[config.mk]
export PLATFORM = sky130hd
export DESIGN_NAME = oam_dma_ctrl
export DESIGN_NICKNAME = d
export VERILOG_FILES = /design/src/rtl/oam_dma_ctrl.sv
export SDC_FILE = /design/constraint.sdc
export NUM_CORES = 1
export LEC_CHECK = 0
export CELL_PAD_IN_SITES_DETAIL_PLACEMENT = 0
export CELL_PAD_IN_SITES_GLOBAL_PLACEMENT = 1
export CORE_MARGIN = 1.5
export CORE_UTILIZATION = 29
export DETAILED_ROUTE_END_ITERATION = 10
export PLACE_DENSITY_LB_ADDON = 0.1
export REMOVE_ABC_BUFFERS = 1
export SYNTH_ARGS = -nofsm -noshare
export SYNTH_HDL_FRONTEND = slang
export SYNTH_SLANG_ARGS = --single-unit
[constraint.sdc]
create_clock -name clk -period 2.8 [get_ports clk]
set_input_delay 0.56 -clock clk [delete_from_list [all_inputs] [get_ports clk]]
set_output_delay 0.56 -clock clk [all_outputs]
set_load 0.02 [all_outputs]
[src/rtl/oam_dma_ctrl.sv]
// OAM DMA controller: copies OAM_BYTES bytes from {reg, index} into OAM,
// one byte per machine-cycle slot, after a one-slot start delay.
module oam_dma_ctrl #(
    parameter int OAM_BYTES   = 160,
    parameter int SLOT_CYCLES = 4
) (
    input  logic        clk,
    input  logic        reset,
    input  logic        reg_we,
    input  logic [7:0]  reg_wdata,
    output logic [7:0]  reg_rdata,
    output logic [15:0] src_addr,
    output logic        src_re,
    input  logic [7:0]  src_rdata,
    output logic [7:0]  oam_addr,
    output logic        oam_we,
    output logic [7:0]  oam_wdata,
    output logic        busy
);

    localparam int SW = $clog2(SLOT_CYCLES);
    localparam logic [SW-1:0] SLOT_LAST = SW'(SLOT_CYCLES - 1);
    localparam logic [7:0] IDX_LAST = 8'(OAM_BYTES - 1);

    typedef enum logic [1:0] {IDLE, START, XFER} state_t;

    state_t        state, state_n;
    logic [SW-1:0] slot, slot_n;
    logic [7:0]    idx, idx_n;
    logic [7:0]    dma_reg, dma_reg_n;
    logic [15:0]   src_q;
    logic [7:0]    oaddr_q;
    logic [7:0]    odata_q;

    always_ff @(posedge clk or posedge reset) begin
        if (reset) begin
            state   <= IDLE;
            slot    <= '0;
            idx     <= '0;
            dma_reg <= '0;
            src_q   <= '0;
            oaddr_q <= '0;
            odata_q <= '0;
        end else begin
            state   <= state_n;
            slot    <= slot_n;
            idx     <= idx_n;
            dma_reg <= dma_reg_n;
            if (src_re) src_q <= src_addr;
            if (oam_we) begin
                oaddr_q <= idx;
                odata_q <= src_rdata;
            end
        end
    end

    always_comb begin
        state_n   = state;
        slot_n    = slot;
        idx_n     = idx;
        dma_reg_n = dma_reg;
        src_re    = 1'b0;
        oam_we    = 1'b0;
        case (state)
            IDLE: ;
            START: begin
                if (slot == SLOT_LAST) begin
                    slot_n  = '0;
                    state_n = XFER;
                end else begin
                    slot_n = slot + SW'(1);
                end
            end
            XFER: begin
                src_re = (slot == '0);
                oam_we = (slot == SW'(1));
                if (slot == SLOT_LAST) begin
                    slot_n = '0;
                    if (idx == IDX_LAST) state_n = IDLE;
                    else idx_n = idx + 8'd1;
                end else begin
                    slot_n = slot + SW'(1);
                end
            end
            default: state_n = IDLE;
        endcase
        // A register write always wins, including on the final slot clk.
        if (reg_we) begin
            dma_reg_n = reg_wdata;
            idx_n     = '0;
            slot_n    = '0;
            state_n   = START;
        end
    end

    // Addresses/data show live values during a strobe and hold otherwise.
    assign busy      = (state != IDLE);
    assign reg_rdata = dma_reg;
    assign src_addr  = src_re ? {dma_reg, idx} : src_q;
    assign oam_addr  = oam_we ? idx : oaddr_q;
    assign oam_wdata = oam_we ? src_rdata : odata_q;

endmodule
## Word-level counts from Yosys, hierarchy flattened

Cells that the tools add are included.

| word-level totals | value |
|---|---|
| output and inout bits | 43 |
| flip-flop bits (word level) | 52 |

| cells by class | value |
|---|---|
| reductions and logical operators | 9 |
| muxes and demuxes | 17 |
| eq/ne operators | 10 |
| $add $sub $neg | 2 |

Operators by type and width:

| kind | count |
|---|---|
| $mux W8 | 6 |
| $mux W16 | 1 |
| $mux W2 | 7 |
| $ne A3 B3 Y1 const B | 3 |
| $add A8 B1 Y8 const B | 1 |
| $eq A8 B8 Y1 const B | 1 |
| $reduce_bool A2 Y1 | 4 |
| $pmux W2 S3 | 1 |
| $eq A2 B1 Y1 const B | 2 |
| $eq A2 B2 Y1 const B | 2 |
| $logic_not A2 Y1 | 2 |
| $ne A2 B2 Y1 const B | 2 |
| $reduce_and A4 Y1 | 1 |
| $reduce_and A3 Y1 | 1 |
| $add A2 B1 Y2 const B | 1 |
| $mux W1 | 2 |
| $reduce_or A2 Y1 | 1 |

## Longest topological paths before layout

| depth | value |
|---|---|
| depth after elaboration | 5 |
| mapped depth | 7 |
| depth with buffers taken out | 6 |

## Worst setup path before layout

No wires, ideal clock.

| path | value |
|---|---|
| path kind | reg-to-output |
| start point | register state[0] |
| end point | output src_addr[0] |
| buffers on the path | 2 |
| setup slack | 0.580 ns |
| stages on the path, launching flop included | 7 |
| arrival time | 1.660 ns |
| cell sequence | dfrtp_1 > inv_1 > ha_1 > buf_2 > nand2_1 > buf_1 > mux2_2 |

| on the way | value |
|---|---|
| longest elaborated chain between the ends | 3 |

RTL lines:

| what | RTL line | text |
|---|---|---|
| start, declared | 27 | `state_t state, state_n;` |
| start signal, assigned | 45 | `state <= state_n;` |
| $eq A2 B2 Y1 | 64 | `case (state)` |
| $mux W1 | 64 |  |
| $mux W16 | 99 | `assign src_addr = src_re ? {dma_reg, idx} : src_q;` |
| end, declared | 12 | `output logic [15:0] src_addr,` |

No other way between the ends.

## Final worst setup path

| path | value |
|---|---|
| start point | register state[0] |
| end point | output src_re |

| on the way | value |
|---|---|
| longest elaborated chain between the ends | 2 |

RTL lines:

| what | RTL line | text |
|---|---|---|
| $eq A2 B2 Y1 | 64 |  |
| $mux W1 | 64 |  |
| end, declared | 13 | `output logic src_re,` |

No other way between the ends.

==> results.tsv <==
metric	value	unit
slew_violations	0	
tightest_slew	0.667	ns
start_kind	flip-flop	
post-route-drc-count	0	
vdd_drop_max	0.302	mV
synth_top_cell_by_area	dfrtp_1	
die_w	94.0	µm
routed_wl	4.78	mm
rr_endpoint	idx[7]	
maxCapViolations	0	
fillers	770	
cts.path.max_buffers	2	
start_util	30.4	%
ys_seq_area_share	54.2	%
viasPerCell	4.59	
clkPwrFrac	22.1	%
internal_power	0.00141	W
first_pass_iters	4	
antenna_cells	0	
power_switching	0.000648	W
max_stage_delay	0.59	ns
setup_tns	0	ns
pin_count	62	
synth_async_sr_flop_share	100	%
cts-htree-levels	2	
drive_above_1_share	31.0	%
worstPathRequired	2.24	ns
grtUsageTotal	11.8	%
drt_iter0_drc	34	
hp-class	reg -> reg	
synth.distinct_cells	31	
synth_common_cells	56 x mux2_2, 52 x dfrtp_1, 9 x inv_1	
dp_hpwl	3.23	mm
synth.most_common_cell	mux2_2	
syn_avg_cell_area	13.4	µm²
antenna_left	0	
dp_cells	339	
antenna_found_initial	0	
yosys_warnings	0	
setup_viol	0	
cp_common_cell	inv_1	
status	complete, no violations	
worstSetupPathDepth	6	
clk_pin_slew	0.10	ns
hold_violations	0	
clock-sinks	52	
numCtsBuffers	5	
synthCells	179	
critPathArrivalTime	2.05	ns
wire_per_inst	13.8	µm
synthFlopType	dfrtp_1	
end_kind	output port	
path_buf_inv	4	
power_density	640	mW/mm²
io_buffers	61	
overflow	0	
area_growth	34.0	%
min_period	2.61	ns
die_area	0.00883	mm²
fin_cells	347	
synth_area_leaders	dfrtp_1 54%, mux2_2 26%, ha_1 3.6%, inv_1 1.4%, nor2_1 1.1%	
multi_input_area	0.00102	mm²
clk_latency	0.31	ns
vias	1594	
pwr-share-seq	46.0	%
rsz0062_at_grt	false	
r2r_cells	5	
root_buffer	clkbuf_8	
fin_crit_sh	93.2	%
synth-seq-cells	52	
coreArea	0.00789	mm²
critPathMaxFanout	25	
cts_setup_buffers	0	
die_h	94.0	µm
row_count	32	
grt_pass1_wl	7.98	mm
seqCellArea	0.00130	mm²
r2r_start	idx[0]	
fin_nets	270	
leakage	1.60	nW
place.gp.congestion	0.681	
startpoint	state[0]	
first_global_vias	1562	
power.share.switching	31.5	%
synth_top_area_share	54.2	%
crit_end	src_re	
ff2ff_setup_slack	0.92	ns
fmax	383	MHz
worstPathCellList	inv_1 -> ha_2 -> nand2_1 -> buf_12 -> inv_1 -> clkdlybuf4s50_1	
slowest_stage	clkdlybuf4s50_1	
cts_tree	yes	
grt_max_degree	53	
combPwrFrac	32.0	%
synth_area	0.00240	mm²
crit_type	reg -> out	
synth_edf_count	0	
path_delay_family	buffers and inverters	
relSlewSlack	55.6	%
skew	0.00805	ns
[layout by cell type (no fill, tap or decap), types with 2 or more instances in the layout]
| cell type | n |
|---|---|
| or4_1 | 2 |
| xnor2_1 | 3 |
| o31ai_1 | 2 |
| inv_1 | 8 |
| nand2_1 | 6 |
| mux2_2 | 56 |
| nor2_1 | 7 |
| clkdlybuf4s50_1 | 29 |
| buf_4 | 3 |
| a21oi_1 | 4 |
| dlygate4sd2_1 | 32 |
| a211oi_1 | 2 |
| ha_1 | 6 |
| dfrtp_1 | 52 |
| nand3_1 | 4 |
| xor2_1 | 2 |
| buf_12 | 2 |
| mux2i_1 | 2 |
| clkbuf_8 | 6 |
[worst min-delay path by stage]
| stage | end | start | cells after the start |
|---|---|---|---|
| 5_1_grt | src_q[7] | src_q[7] | 1 |
| 4_1_cts | oaddr_q[7] | oaddr_q[7] | 1 |
| 3_5_place_dp | odata_q[6] | odata_q[6] | 1 |
| 3_3_place_gp | odata_q[5] | odata_q[5] | 1 |
| 2_1_floorplan | src_q[0] | src_q[0] | 1 |
| 6_report | odata_q[6] | odata_q[6] | 1 |
[cell type report]
type                    count  share of cell area, %
flip-flops and latches     52                   40.5
multi-input cells         110                   31.9
repair buffers             66                   19.7
well taps                 102                   3.97
clock buffers               6                   2.57
inverters                   9                   1.05
clock inverters             2                  0.428
[per-stage QoR]
stage | hold slack [ns] | instance area, µm² | total power [W] | worst slack (ns) | util, %
finish | 0.498 | 3220 | 0.00206 | 0.189 | 40.8
global route | 0.516 | 3220 | 0.00219 | 0.0783 | 40.8
CTS | 0.504 | 3210 | 0.00210 | 0.0845 | 40.8
detailed placement | 0.481 | 3160 | 0.00170 | 0.248 | 40.0
global placement | 0.479 | 3160 | 0.00170 | 0.282 | 40.0
floorplan | 0.474 | 2360 | 0.00138 | 0.361 | -
[registers in the layout, indices dropped and copies added, names as in the netlist]
register	count
odata_q	8
slot	2
reg_rdata	8
oaddr_q	8
src_q	16
state	2
idx	8
[worst register-to-register path, cell delays in order, from the launching register on]
cell	delay, ns
dfrtp_1	0.47
ha_1	0.25
and4_4	0.21
a21o_4	0.23
or4_1	0.49
a21oi_1	0.15
[logic make-up after synthesis]
| kind of cell | after synthesis | synth area share (%) |
|---|---|---|
| AO/OA/AOI/OAI | 13 | 3.75 |
| buffers and inverters | 17 | 3.18 |
| multiplexers | 58 | 27.1 |
| flip-flops | 52 | 54.2 |
| adder cells (fa/ha/maj) | 7 | 3.65 |
| XOR/XNOR | 5 | 1.83 |
| AND/OR/NAND/NOR | 27 | 6.26 |
[power by group through the flow]
stage / Clock (W) / Sequential [W] / Combinational [W]
3_5_place_dp: 0 / 0.000960 / 0.000742
2_1_floorplan: 0 / 0.000955 / 0.000429
5_1_grt: 0.000517 / 0.000962 / 0.000715
3_3_place_gp: 0 / 0.000962 / 0.000742
4_1_cts: 0.000485 / 0.000946 / 0.000672
6_report: 0.000454 / 0.000946 / 0.000658
[timing repair]
item                                    CTS  global route
hold buffers                              0             0
resized for setup                        32             1
endpoints found under the setup margin   32             1
hold endpoints to repair                  0             0
[metal layers]
metal	global-route usage [%]	wire length [µm]	vias up
li1	-	-	759
met1	15.0	2260	791
met2	19.0	2190	37
met3	3.80	269	7
met4	3.73	61	0
met5	0	0	-
Power figures use the tool's default switching activity.
